**src/rtl/ahbl_master_pkg.sv**
```systemverilog
// Shared AHB-Lite encodings and initiator FSM state type.
// Used by ahbl_master, ahbl_lane_steer and the bus interface.
package ahbl_pkg;

    localparam logic [1:0] HTRANS_IDLE   = 2'b00;
    localparam logic [1:0] HTRANS_NONSEQ = 2'b10;

    localparam logic [2:0] HSIZE_BYTE = 3'd0;
    localparam logic [2:0] HSIZE_HALF = 3'd1;
    localparam logic [2:0] HSIZE_WORD = 3'd2;

    localparam logic HRESP_OKAY  = 1'b0;
    localparam logic HRESP_ERROR = 1'b1;

    typedef enum logic [2:0] {
        IDLE,
        ADDR,
        DATA,
        RESP,
        DRAIN
    } state_t;

    typedef struct packed {
        logic        write;
        logic [31:0] addr;
        logic [2:0]  size;
        logic [31:0] wdata;
    } req_t;

endpackage

```
**src/rtl/ahbl_master_if.sv**
```systemverilog
// Request/response port plus AHB-Lite bus signals of the initiator.
// Modport master is the initiator side, slave the environment side.
interface ahbl_master_if;
    import ahbl_pkg::*;

    logic        req_valid;
    logic        req_ready;
    logic        req_write;
    logic [31:0] req_addr;
    logic [2:0]  req_size;
    logic [31:0] req_wdata;
    logic        rsp_valid;
    logic [31:0] rsp_rdata;
    logic        rsp_err;
    logic [31:0] HADDR;
    logic [1:0]  HTRANS;
    logic [2:0]  HSIZE;
    logic        HWRITE;
    logic [31:0] HWDATA;
    logic        HREADY;
    logic [31:0] HRDATA;
    logic        HRESP;

    modport master (
        input  req_valid, req_write, req_addr,
        input  req_size, req_wdata,
        output req_ready,
        output rsp_valid, rsp_rdata, rsp_err,
        output HADDR, HTRANS, HSIZE, HWRITE, HWDATA,
        input  HREADY, HRDATA, HRESP
    );

    modport slave (
        output req_valid, req_write, req_addr,
        output req_size, req_wdata,
        input  req_ready,
        input  rsp_valid, rsp_rdata, rsp_err,
        input  HADDR, HTRANS, HSIZE, HWRITE, HWDATA,
        output HREADY, HRDATA, HRESP
    );

endinterface

```
**src/rtl/ahbl_master_lane_steer.sv**
```systemverilog
// Byte-lane handling: write replication, read extraction and
// zero-extension, and the size/address alignment check.
module ahbl_lane_steer
    import ahbl_pkg::*;
(
    input  logic [1:0]  addr,
    input  logic [2:0]  size,
    input  logic [31:0] wdata,
    input  logic [31:0] hrdata,
    output logic [31:0] hwdata,
    output logic [31:0] rdata,
    output logic        aligned
);

    logic [7:0]  rd_byte;
    logic [15:0] rd_half;

    always_comb begin
        rd_byte = 8'h00;
        unique case (addr)
            2'd0: rd_byte = hrdata[7:0];
            2'd1: rd_byte = hrdata[15:8];
            2'd2: rd_byte = hrdata[23:16];
            2'd3: rd_byte = hrdata[31:24];
        endcase
        rd_half = addr[1] ? hrdata[31:16]
                          : hrdata[15:0];
    end

    always_comb begin
        hwdata  = '0;
        rdata   = '0;
        aligned = 1'b0;
        case (size)
            HSIZE_BYTE: begin
                hwdata  = {4{wdata[7:0]}};
                rdata   = {24'h0, rd_byte};
                aligned = 1'b1;
            end
            HSIZE_HALF: begin
                hwdata  = {2{wdata[15:0]}};
                rdata   = {16'h0, rd_half};
                aligned = ~addr[0];
            end
            HSIZE_WORD: begin
                hwdata  = wdata;
                rdata   = hrdata;
                aligned = (addr == 2'd0);
            end
            default: ;
        endcase
    end

endmodule

```
**src/rtl/ahbl_master.sv**
```systemverilog
// Single-outstanding AHB-Lite initiator: one NONSEQ per request.
// Optional data-phase stall timeout: AHBL_MASTER_TIMEOUT_EN.
module ahbl_master
    import ahbl_pkg::*;
#(
    parameter int unsigned TIMEOUT_CYCLES = 256
) (
    input  logic          HCLK,
    input  logic          HRESETn,
    ahbl_master_if.master bus
);

    state_t      state_q;
    state_t      state_d;
    req_t        req_q;
    logic [31:0] rsp_rdata_q;
    logic        rsp_err_q;
    logic        accept;
    logic [31:0] hwdata_rep;
    logic [31:0] rdata_ext;
    logic        aligned;
    logic        tmo_hit;
    logic        tmo_q;

    ahbl_lane_steer u_steer (
        .addr    (req_q.addr[1:0]),
        .size    (req_q.size),
        .wdata   (req_q.wdata),
        .hrdata  (bus.HRDATA),
        .hwdata  (hwdata_rep),
        .rdata   (rdata_ext),
        .aligned (aligned)
    );

    assign accept = bus.req_valid
                  && state_q == IDLE;

`ifdef AHBL_MASTER_TIMEOUT_EN
    localparam int unsigned CW =
        $clog2(TIMEOUT_CYCLES + 1);

    logic [CW-1:0] tmo_cnt_q;

    assign tmo_hit = state_q == DATA
                   && !bus.HREADY
                   && tmo_cnt_q == CW'(TIMEOUT_CYCLES - 1);

    always_ff @(posedge HCLK) begin
        if (!HRESETn || state_q != DATA)
            tmo_cnt_q <= '0;
        else if (!bus.HREADY)
            tmo_cnt_q <= tmo_cnt_q + 1'b1;
    end

    always_ff @(posedge HCLK) begin
        if (!HRESETn) tmo_q <= 1'b0;
        else          tmo_q <= tmo_hit;
    end
`else
    logic unused_tmo;
    assign unused_tmo = |TIMEOUT_CYCLES;
    assign tmo_hit    = 1'b0;
    assign tmo_q      = 1'b0;
`endif

    always_ff @(posedge HCLK) begin
        if (!HRESETn) state_q <= IDLE;
        else          state_q <= state_d;
    end

    always_comb begin
        state_d = state_q;
        unique case (state_q)
            IDLE:
                if (bus.req_valid) state_d = ADDR;
            ADDR:
                if (!aligned)        state_d = RESP;
                else if (bus.HREADY) state_d = DATA;
            DATA:
                if (bus.HREADY || tmo_hit)
                    state_d = RESP;
`ifdef AHBL_MASTER_TIMEOUT_EN
            RESP:
                state_d = tmo_q ? DRAIN : IDLE;
            DRAIN:
                if (bus.HREADY) state_d = IDLE;
`else
            RESP:
                state_d = IDLE;
`endif
            default:
                state_d = IDLE;
        endcase
    end

    always_ff @(posedge HCLK) begin
        if (!HRESETn) begin
            req_q       <= '0;
            rsp_rdata_q <= '0;
            rsp_err_q   <= 1'b0;
        end else begin
            if (accept)
                req_q <= '{write: bus.req_write,
                           addr:  bus.req_addr,
                           size:  bus.req_size,
                           wdata: bus.req_wdata};
            if (state_q == ADDR && !aligned) begin
                rsp_err_q   <= 1'b1;
                rsp_rdata_q <= '0;
            end
            if (state_q == DATA && bus.HREADY) begin
                rsp_err_q <= bus.HRESP == HRESP_ERROR;
                rsp_rdata_q <=
                    (bus.HRESP == HRESP_ERROR || req_q.write)
                    ? '0 : rdata_ext;
            end
            if (tmo_hit) begin
                rsp_err_q   <= 1'b1;
                rsp_rdata_q <= '0;
            end
        end
    end

    always_comb begin
        bus.req_ready = HRESETn && state_q == IDLE;
        bus.HTRANS    = HTRANS_IDLE;
        if (state_q == ADDR && aligned)
            bus.HTRANS = HTRANS_NONSEQ;
        bus.HADDR     = req_q.addr;
        bus.HSIZE     = req_q.size;
        bus.HWRITE    = req_q.write;
        bus.HWDATA    = '0;
        if (state_q == DATA && req_q.write)
            bus.HWDATA = hwdata_rep;
        bus.rsp_valid = state_q == RESP;
        bus.rsp_rdata = rsp_rdata_q;
        bus.rsp_err   = rsp_err_q;
    end

endmodule

```
**src/flat_wrapper.sv**
```systemverilog
// flat-port wrapper written by rule: the top's interface ports become plain ports
module ahbl_master_flat import ahbl_pkg::*;
#(
    parameter int unsigned TIMEOUT_CYCLES = 256
)
  (HCLK, HRESETn, bus_req_valid, bus_req_write, bus_req_addr, bus_req_size, bus_req_wdata, bus_req_ready, bus_rsp_valid, bus_rsp_rdata, bus_rsp_err, bus_HADDR, bus_HTRANS, bus_HSIZE, bus_HWRITE, bus_HWDATA, bus_HREADY, bus_HRDATA, bus_HRESP);
  ahbl_master_if bus_i ();
  input  logic HCLK;
  input  logic HRESETn;
  input wire logic [$bits(bus_i.req_valid)-1:0] bus_req_valid;
  input wire logic [$bits(bus_i.req_write)-1:0] bus_req_write;
  input wire logic [$bits(bus_i.req_addr)-1:0] bus_req_addr;
  input wire logic [$bits(bus_i.req_size)-1:0] bus_req_size;
  input wire logic [$bits(bus_i.req_wdata)-1:0] bus_req_wdata;
  output wire logic [$bits(bus_i.req_ready)-1:0] bus_req_ready;
  output wire logic [$bits(bus_i.rsp_valid)-1:0] bus_rsp_valid;
  output wire logic [$bits(bus_i.rsp_rdata)-1:0] bus_rsp_rdata;
  output wire logic [$bits(bus_i.rsp_err)-1:0] bus_rsp_err;
  output wire logic [$bits(bus_i.HADDR)-1:0] bus_HADDR;
  output wire logic [$bits(bus_i.HTRANS)-1:0] bus_HTRANS;
  output wire logic [$bits(bus_i.HSIZE)-1:0] bus_HSIZE;
  output wire logic [$bits(bus_i.HWRITE)-1:0] bus_HWRITE;
  output wire logic [$bits(bus_i.HWDATA)-1:0] bus_HWDATA;
  input wire logic [$bits(bus_i.HREADY)-1:0] bus_HREADY;
  input wire logic [$bits(bus_i.HRDATA)-1:0] bus_HRDATA;
  input wire logic [$bits(bus_i.HRESP)-1:0] bus_HRESP;
  assign bus_i.req_valid = bus_req_valid;
  assign bus_i.req_write = bus_req_write;
  assign bus_i.req_addr = bus_req_addr;
  assign bus_i.req_size = bus_req_size;
  assign bus_i.req_wdata = bus_req_wdata;
  assign bus_req_ready = bus_i.req_ready;
  assign bus_rsp_valid = bus_i.rsp_valid;
  assign bus_rsp_rdata = bus_i.rsp_rdata;
  assign bus_rsp_err = bus_i.rsp_err;
  assign bus_HADDR = bus_i.HADDR;
  assign bus_HTRANS = bus_i.HTRANS;
  assign bus_HSIZE = bus_i.HSIZE;
  assign bus_HWRITE = bus_i.HWRITE;
  assign bus_HWDATA = bus_i.HWDATA;
  assign bus_i.HREADY = bus_HREADY;
  assign bus_i.HRDATA = bus_HRDATA;
  assign bus_i.HRESP = bus_HRESP;
  ahbl_master #(.TIMEOUT_CYCLES(TIMEOUT_CYCLES)) u_core (.HCLK(HCLK), .HRESETn(HRESETn), .bus(bus_i));
endmodule
```
**config.mk**
```make
export PLATFORM = sky130hd
export DESIGN_NAME = ahbl_master_flat
export DESIGN_NICKNAME = d
export VERILOG_FILES = /design/src/rtl/ahbl_master_pkg.sv /design/src/rtl/ahbl_master_if.sv /design/src/rtl/ahbl_master_lane_steer.sv /design/src/rtl/ahbl_master.sv /design/src/flat_wrapper.sv
export SDC_FILE = /design/constraint.sdc
export NUM_CORES = 1
export LEC_CHECK = 0
export BUFFER_PORTS_ARGS = -buffer_cell sky130_fd_sc_hd__buf_2
export CAP_MARGIN = 20
export CORE_MARGIN = 5
export CORE_UTILIZATION = 45
export DETAILED_ROUTE_END_ITERATION = 16
export HOLD_SLACK_MARGIN = 0.02
export PLACE_DENSITY = 0.74
export SYNTH_ARGS = -nofsm -noshare
export SYNTH_HDL_FRONTEND = slang
export SYNTH_HIERARCHICAL = 1
export SYNTH_SLANG_ARGS = --single-unit
```
**constraint.sdc**
```tcl
create_clock -name HCLK -period 2.12 [get_ports HCLK]
set_clock_uncertainty 0.05 [all_clocks]
set_input_delay 0.106 -clock HCLK [delete_from_list [all_inputs] [get_ports HCLK]]
set_output_delay 0.106 -clock HCLK [all_outputs]
set_load 0.03 [all_outputs]
```
## Word-level counts from Yosys, hierarchy flattened

Index checks and enable logic that the tools add are counted.

- Word-level logic and storage cells: 49
- Bits in registers: 104

- Reduce and logical (&&, ||, !) cells: 13
- Equal/unequal tests: 11
- Muxes and demuxes: 17
- Bitwise operators: 1

Operators with widths:

| operator | number |
|---|---|
| case mux 32 bit (3 select lines) | 2 |
| two-way mux 32 bit | 4 |
| case mux 8 bit (4 select lines) | 1 |
| two-way mux 16 bit | 1 |
| two-way mux 3 bit | 4 |
| equality test 3 x 2 -> 1 bit, second input constant | 3 |
| case mux 3 bit (3 select lines) | 1 |
| equality test 3 x 1 -> 1 bit, second input constant | 2 |
| logical AND 1 bit | 6 |
| zero test 3 bit | 2 |
| equality test 2 bit, second input constant | 2 |
| inequality test 2 bit, second input constant | 2 |
| inequality test 3 bit, second input constant | 1 |
| case mux 1 bit (3 select lines) | 1 |
| AND reduction 3 bit | 1 |
| equality test 2 x 1 -> 1 bit, second input constant | 1 |
| zero test 2 bit | 1 |
| two-way mux 1 bit | 2 |
| two-way mux 2 bit | 1 |
| nonzero test 2 bit | 1 |
| zero test 1 bit | 1 |
| logical OR 1 bit | 1 |
| NOT 1 bit | 1 |

## Longest topological paths before layout

- Word-level depth: 6
- Gate-level depth with buffers: 10

## Hierarchy

The synthesis kept the hierarchy.

Modules (own cells, without submodules):

| module | cells an instance | seq. area each (sq um) | instances | area each (sq um) |
|---|---|---|---|---|
| ahbl_master | 473 | 2062.0 | 1 | 4311.6 |
| ahbl_lane_steer | 208 | 0.0 | 1 | 1356.3 |

## Least setup slack after synthesis

No wires, ideal clock.

- Path type: reg2reg
- Start: register u_core.req_q (netlist bit u_core/bus.HADDR[0])
- End: register u_core.rsp_rdata_q[1], in the netlist u_core/bus.rsp_rdata[1]
- Period minus slack after synthesis: 2.074 ns
- Path buffers: 4
- Data required time: 1.953 ns
- Library setup time: 0.117 ns
- Cell stages (with the launch flop): 11
- Slack: 0.046 ns
- Data arrival time: 1.907 ns
- Cell sequence: dfxtp_1 -> buf_2 -> buf_2 -> o21a_1 -> o22a_1 -> nor2_1 -> nor2b_2 -> and3b_1 -> clkbuf_2 -> buf_6 -> a22o_2

- Cells in the longest elaborated chain, start to end: 5

RTL lines:

| what | line | text |
|---|---|---|
| start: declaration | ahbl_master.sv:15 | `req_t req_q;` |
| start signal: assignment | ahbl_master.sv:103 | `req_q <= '{write: bus.req_write,` |
| zero test 2 bit / NOT 1 bit (equally long branches) | ahbl_master_lane_steer.sv:48, ahbl_master_lane_steer.sv:43 |  |
| case mux 1 bit (3 select lines) * | ahbl_master_lane_steer.sv:34 | `case (size)` |
| net u_core.aligned | ahbl_master.sv:21 | `logic aligned;` |
| zero test 1 bit * | n/a |  |
| logical AND 1 bit * | ahbl_master.sv:107 | `if (state_q == ADDR && !aligned) begin` |
| nonzero test 2 bit (no line) * | n/a |  |
| end signal: assignment | ahbl_master.sv:113 | `rsp_rdata_q <=` |
| end: declaration | ahbl_master.sv:16 | `logic [31:0] rsp_rdata_q;` |

Mark *: on every way through the listed nets, which the timed path passes. The rest lies on a longest branch.
A chain may end at the register's enable or synchronous reset.

## Final worst setup path

- Start: register u_core.req_q (netlist bit u_core/bus.HSIZE[1])
- End: output port bus_HWDATA[14]

- Cells in the longest elaborated chain, start to end: 3

RTL lines:

| what | line | text |
|---|---|---|
| equality test 3 x 2 -> 1 bit (tied with other cells) | ahbl_master_lane_steer.sv:34 |  |
| case mux 32 bit (3 select lines) * | ahbl_master_lane_steer.sv:34 |  |
| net u_core.hwdata_rep[14] | ahbl_master.sv:19 | `logic [31:0] hwdata_rep;` |
| two-way mux 32 bit * | ahbl_master.sv:133 | `if (state_q == DATA && req_q.write)` |
| end: declaration | flat_wrapper.sv:23 | `output wire logic [$bits(bus_i.HWDATA)-1:0] bus_HWDATA;` |

Marked as above.

==> key figures <==
Synth
  – Synth Net Count: 792
  – Synthesized area: 5668 um^2
  – Netlist cell types: 39
  – Synthesized instance count: 681
  – Ys flop type: dfxtp_1
  – EDFF count, synth: 0
  – Mapped Avg Cell Area: 8.323 um^2
  – Register area share after synthesis: 0.3638
  – Synth Warn #: 6
  – Largest cells by area after synthesis: dfxtp_1, nand2_1, a21boi_0
  – Post-synth top area share: 0.3638
  – Post-synthesis register bit count: between 100 and 150
  – Post-synth ARST share: 0
  – Cell taking the most area after synthesis: dfxtp_1

Pwr
  – Seq pwr share: 0.367
  – Internal: 0.003986 W
  – Leak: 3.480 nW
  – Clock share of power: 0.240
  – Switching Power: 0.002553 W
  – Power Total: between 0.006 and 0.007 W
  – Sw Ratio: 0.3904
  – Peak VDD IR: 0.5927 mV
  – PwrDens: just under 900 nW/um^2
  – Combinational Power Share: 0.392

Setup path
  – CP arrival: around 1900 ps
  – Reg2Reg Launch Point: u_core/bus.HADDR[1]
  – Crit path to: bus_HWDATA[14]
  – Crit path cell chain: buf_8 > nor2b_2 > buf_6 > nand2_1 > a21oi_1 > and3_1 > buf_2
  – Critical path peak fanout: 26
  – CP endpoint kind: primary output
  – Max stage delay on crit path: between 300 and 400 ps
  – RR Endpoint: u_core/bus.rsp_rdata[2]
  – Worst setup startpoint: u_core/bus.HSIZE[1]
  – Reg2reg path depth: 5
  – Flop2flop setup slack: 290 ps
  – Setup Crit Path Kind: reg -> out
  – Worst Path Required: 1960 ps
  – CP max-delay cell: dfxtp_2
  – Crit start category: register

Placement
  – Number of port buffers: 208
  – DP Wirelength: roughly 11000 um
  – Routability Congestion: 0.8032

Drt
  – Post-route ant nets: 0
  – Post-route DRC: 0
  – Routed length per placed instance: 15.96 um
  – First-pass detailed-route iteration total: 5
  – Via count: 5457
  – Post-Route WL: 17080 um
  – Vias/cell: slightly above 5
  – 1st-iter DRT viols: 401

Clocking
  – Clock sink count: just over 100
  – Setup repair bufs after CTS: 0
  – Longest Clk Path Bufs: 2
  – Num CTS Buffers: 9
  – Skew-Pair Late Insertion Delay: 350 ps
  – H-tree Lvls: 3
  – Clock-pin slew on the worst setup and hold paths: ~70 ps
  – Root Buffer: clkbuf_16
  – TritonCTS clock tree: yes

Worst hold path
  – Hold wc startpoint: bus_HRESP
  – Hold WC Path Type: in -> reg
  – Worst Hold Depth: 3

Job
  – Max_cap viols: 0

Final layout
  – # fillers: 1120
  – Fraction of layout instances using a drive strength above 1: 0.3356
  – Most frequent cells in the layout: buf_2, nand2_1, dfxtp_1, dlygate4sd3_1, a21boi_0
  – Nets@finish: 1003
  – Commonest non-fill, non-tap cell in the layout: buf_2
  – Layout area overhead: 32.34%

STA
  – Period utilization: 0.9464
  – Fmax: 498.4 MHz
  – Unrepaired setup endpoints after global routing: false
  – Setup violators final: 0
  – Fin crit period: 2006 ps
  – Final Max Slew Viols: 0
  – Post-Route Setup TNS: 0 ps
  – Final hold vios: 0

Global routing
  – Vias in the first global route: 5602
  – Overall Global Routing Usage: 0.2274
  – First-pass GRT wire length: around 28000 um
  – Largest net degree at the start of global routing: 69
  – Global route overflow: 0
  – Initial antenna violation count: 1

Floorplanning
  – Placeable Area: approximately 12000 um^2
  – Horiz. Die Dim: 122.2 um
  – IO Count: 210
  – DIE HEIGHT: 122.2 um
  – Die ar.: about 15000 um^2
  – # rows: 41
  – Initial Utilization: 0.4547

Status
  – Status: complete, no violations
how the worst min path moves through the flow:
stage | end | slack (ps)
6_report | u_core/bus.rsp_err | 60
4_1_cts | u_core/bus.rsp_err | 50
2_1_floorplan | u_core/bus.HADDR[4] | 190
3_3_place_gp | u_core/bus.HSIZE[2] | 300
5_1_grt | u_core/bus.rsp_rdata[17] | 80
3_5_place_dp | u_core/bus.HADDR[4] | 300
synth_stat cells (2+ instances only):
cell / number
nand2b_1: 8
mux2_2: 16
dfxtp_1: 103
buf_4: 40
o22a_1: 9
a21boi_0: 67
clkbuf_1: 25
a22o_2: 27
ha_1: 6
mux2i_1: 18
and2_1: 27
buf_2: 15
buf_6: 11
nor2_1: 10
o21ai_1: 7
clkbuf_2: 2
nor2b_1: 2
nand2_1: 172
inv_1: 4
buf_1: 2
and3_1: 32
a22oi_1: 16
a21o_1: 16
a22o_1: 5
a21oi_1: 27
worst max-delay path: cells and delay by family, from the launching register on:
family | cells | cell delay (ps)
AND/OR/NAND/NOR | 3 | 420
buffers and inverters | 3 | 540
AO/OA/AOI/OAI | 1 | 190
flip-flops | 1 | 360
flip-flops by register name (all words and copies together) (netlist names):
signal and cells:
u_core/bus.rsp_rdata 32, u_core/bus.HWRITE 1, u_core/bus.rsp_err 1, u_core/state_q 2
u_core/bus.HADDR 32, u_core/req_q 32, u_core/bus.HSIZE 3
power by group through the flow:
stage	logic (W)	clock network, W	registers, W
2_1_floorplan	0.00197	0	0.00242
3_3_place_gp	0.00243	0	0.00243
3_5_place_dp	0.00244	0	0.00244
4_1_cts	0.00255	0.00161	0.00240
5_1_grt	0.00282	0.00169	0.00244
6_report	0.00256	0.00157	0.00240
layer usage:
metal  up-vias  GRT usage  part of all wire
met5         -          0                 0
met2       195     0.3916              0.48
met4         0    0.07418             0.016
li1       2698          -                 -
met3        20    0.04839             0.070
met1      2544     0.2833              0.43
cell type report:
type                       instances  area (um^2)  share of cell area
clock inverter                     6        43.79            0.005838
clock buffer                      10        229.0             0.03053
sequential                       103         2066              0.2754
timing repair buffer             295         1923              0.2564
antenna                            1        2.502           0.0003336
inverter                           4        15.01            0.002002
tap                              172        215.2             0.02869
multi-input combinational        479         3007              0.4008
through the flow:
stage               hold WS [ps]  instances  area [um^2]  utilization  worst slack (ps)
global placement           305.0        984         6496       0.5211             297.2
global route               81.50       1070         7501       0.6017             13.05
finish                     63.78       1070         7501       0.6017             113.7
detailed placement         304.9        984         6496       0.5211             275.9
floorplan                  190.8        681         5668            -             45.94
CTS                        48.93       1069         7470       0.5992             11.50
kinds of logic after synthesis:
group,Yosys count,share of synthesized area
AND/OR/NAND/NOR,258,0.2102
AO/OA/AOI/OAI,180,0.2382
adder cells (fa/ha/maj),6,0.01324
multiplexers,34,0.06358
buffers and inverters,99,0.1104
flip-flops,103,0.3638
other,1,0.0006616
repair_timing:
item / in CTS / in global routing
hold buffers: 69 / 0
setup endpoints to repair: 32 / 16
hold endpoints to repair: 69 / 0
gates resized for setup: 3 / 10
Power figures use the tool's default switching activity.
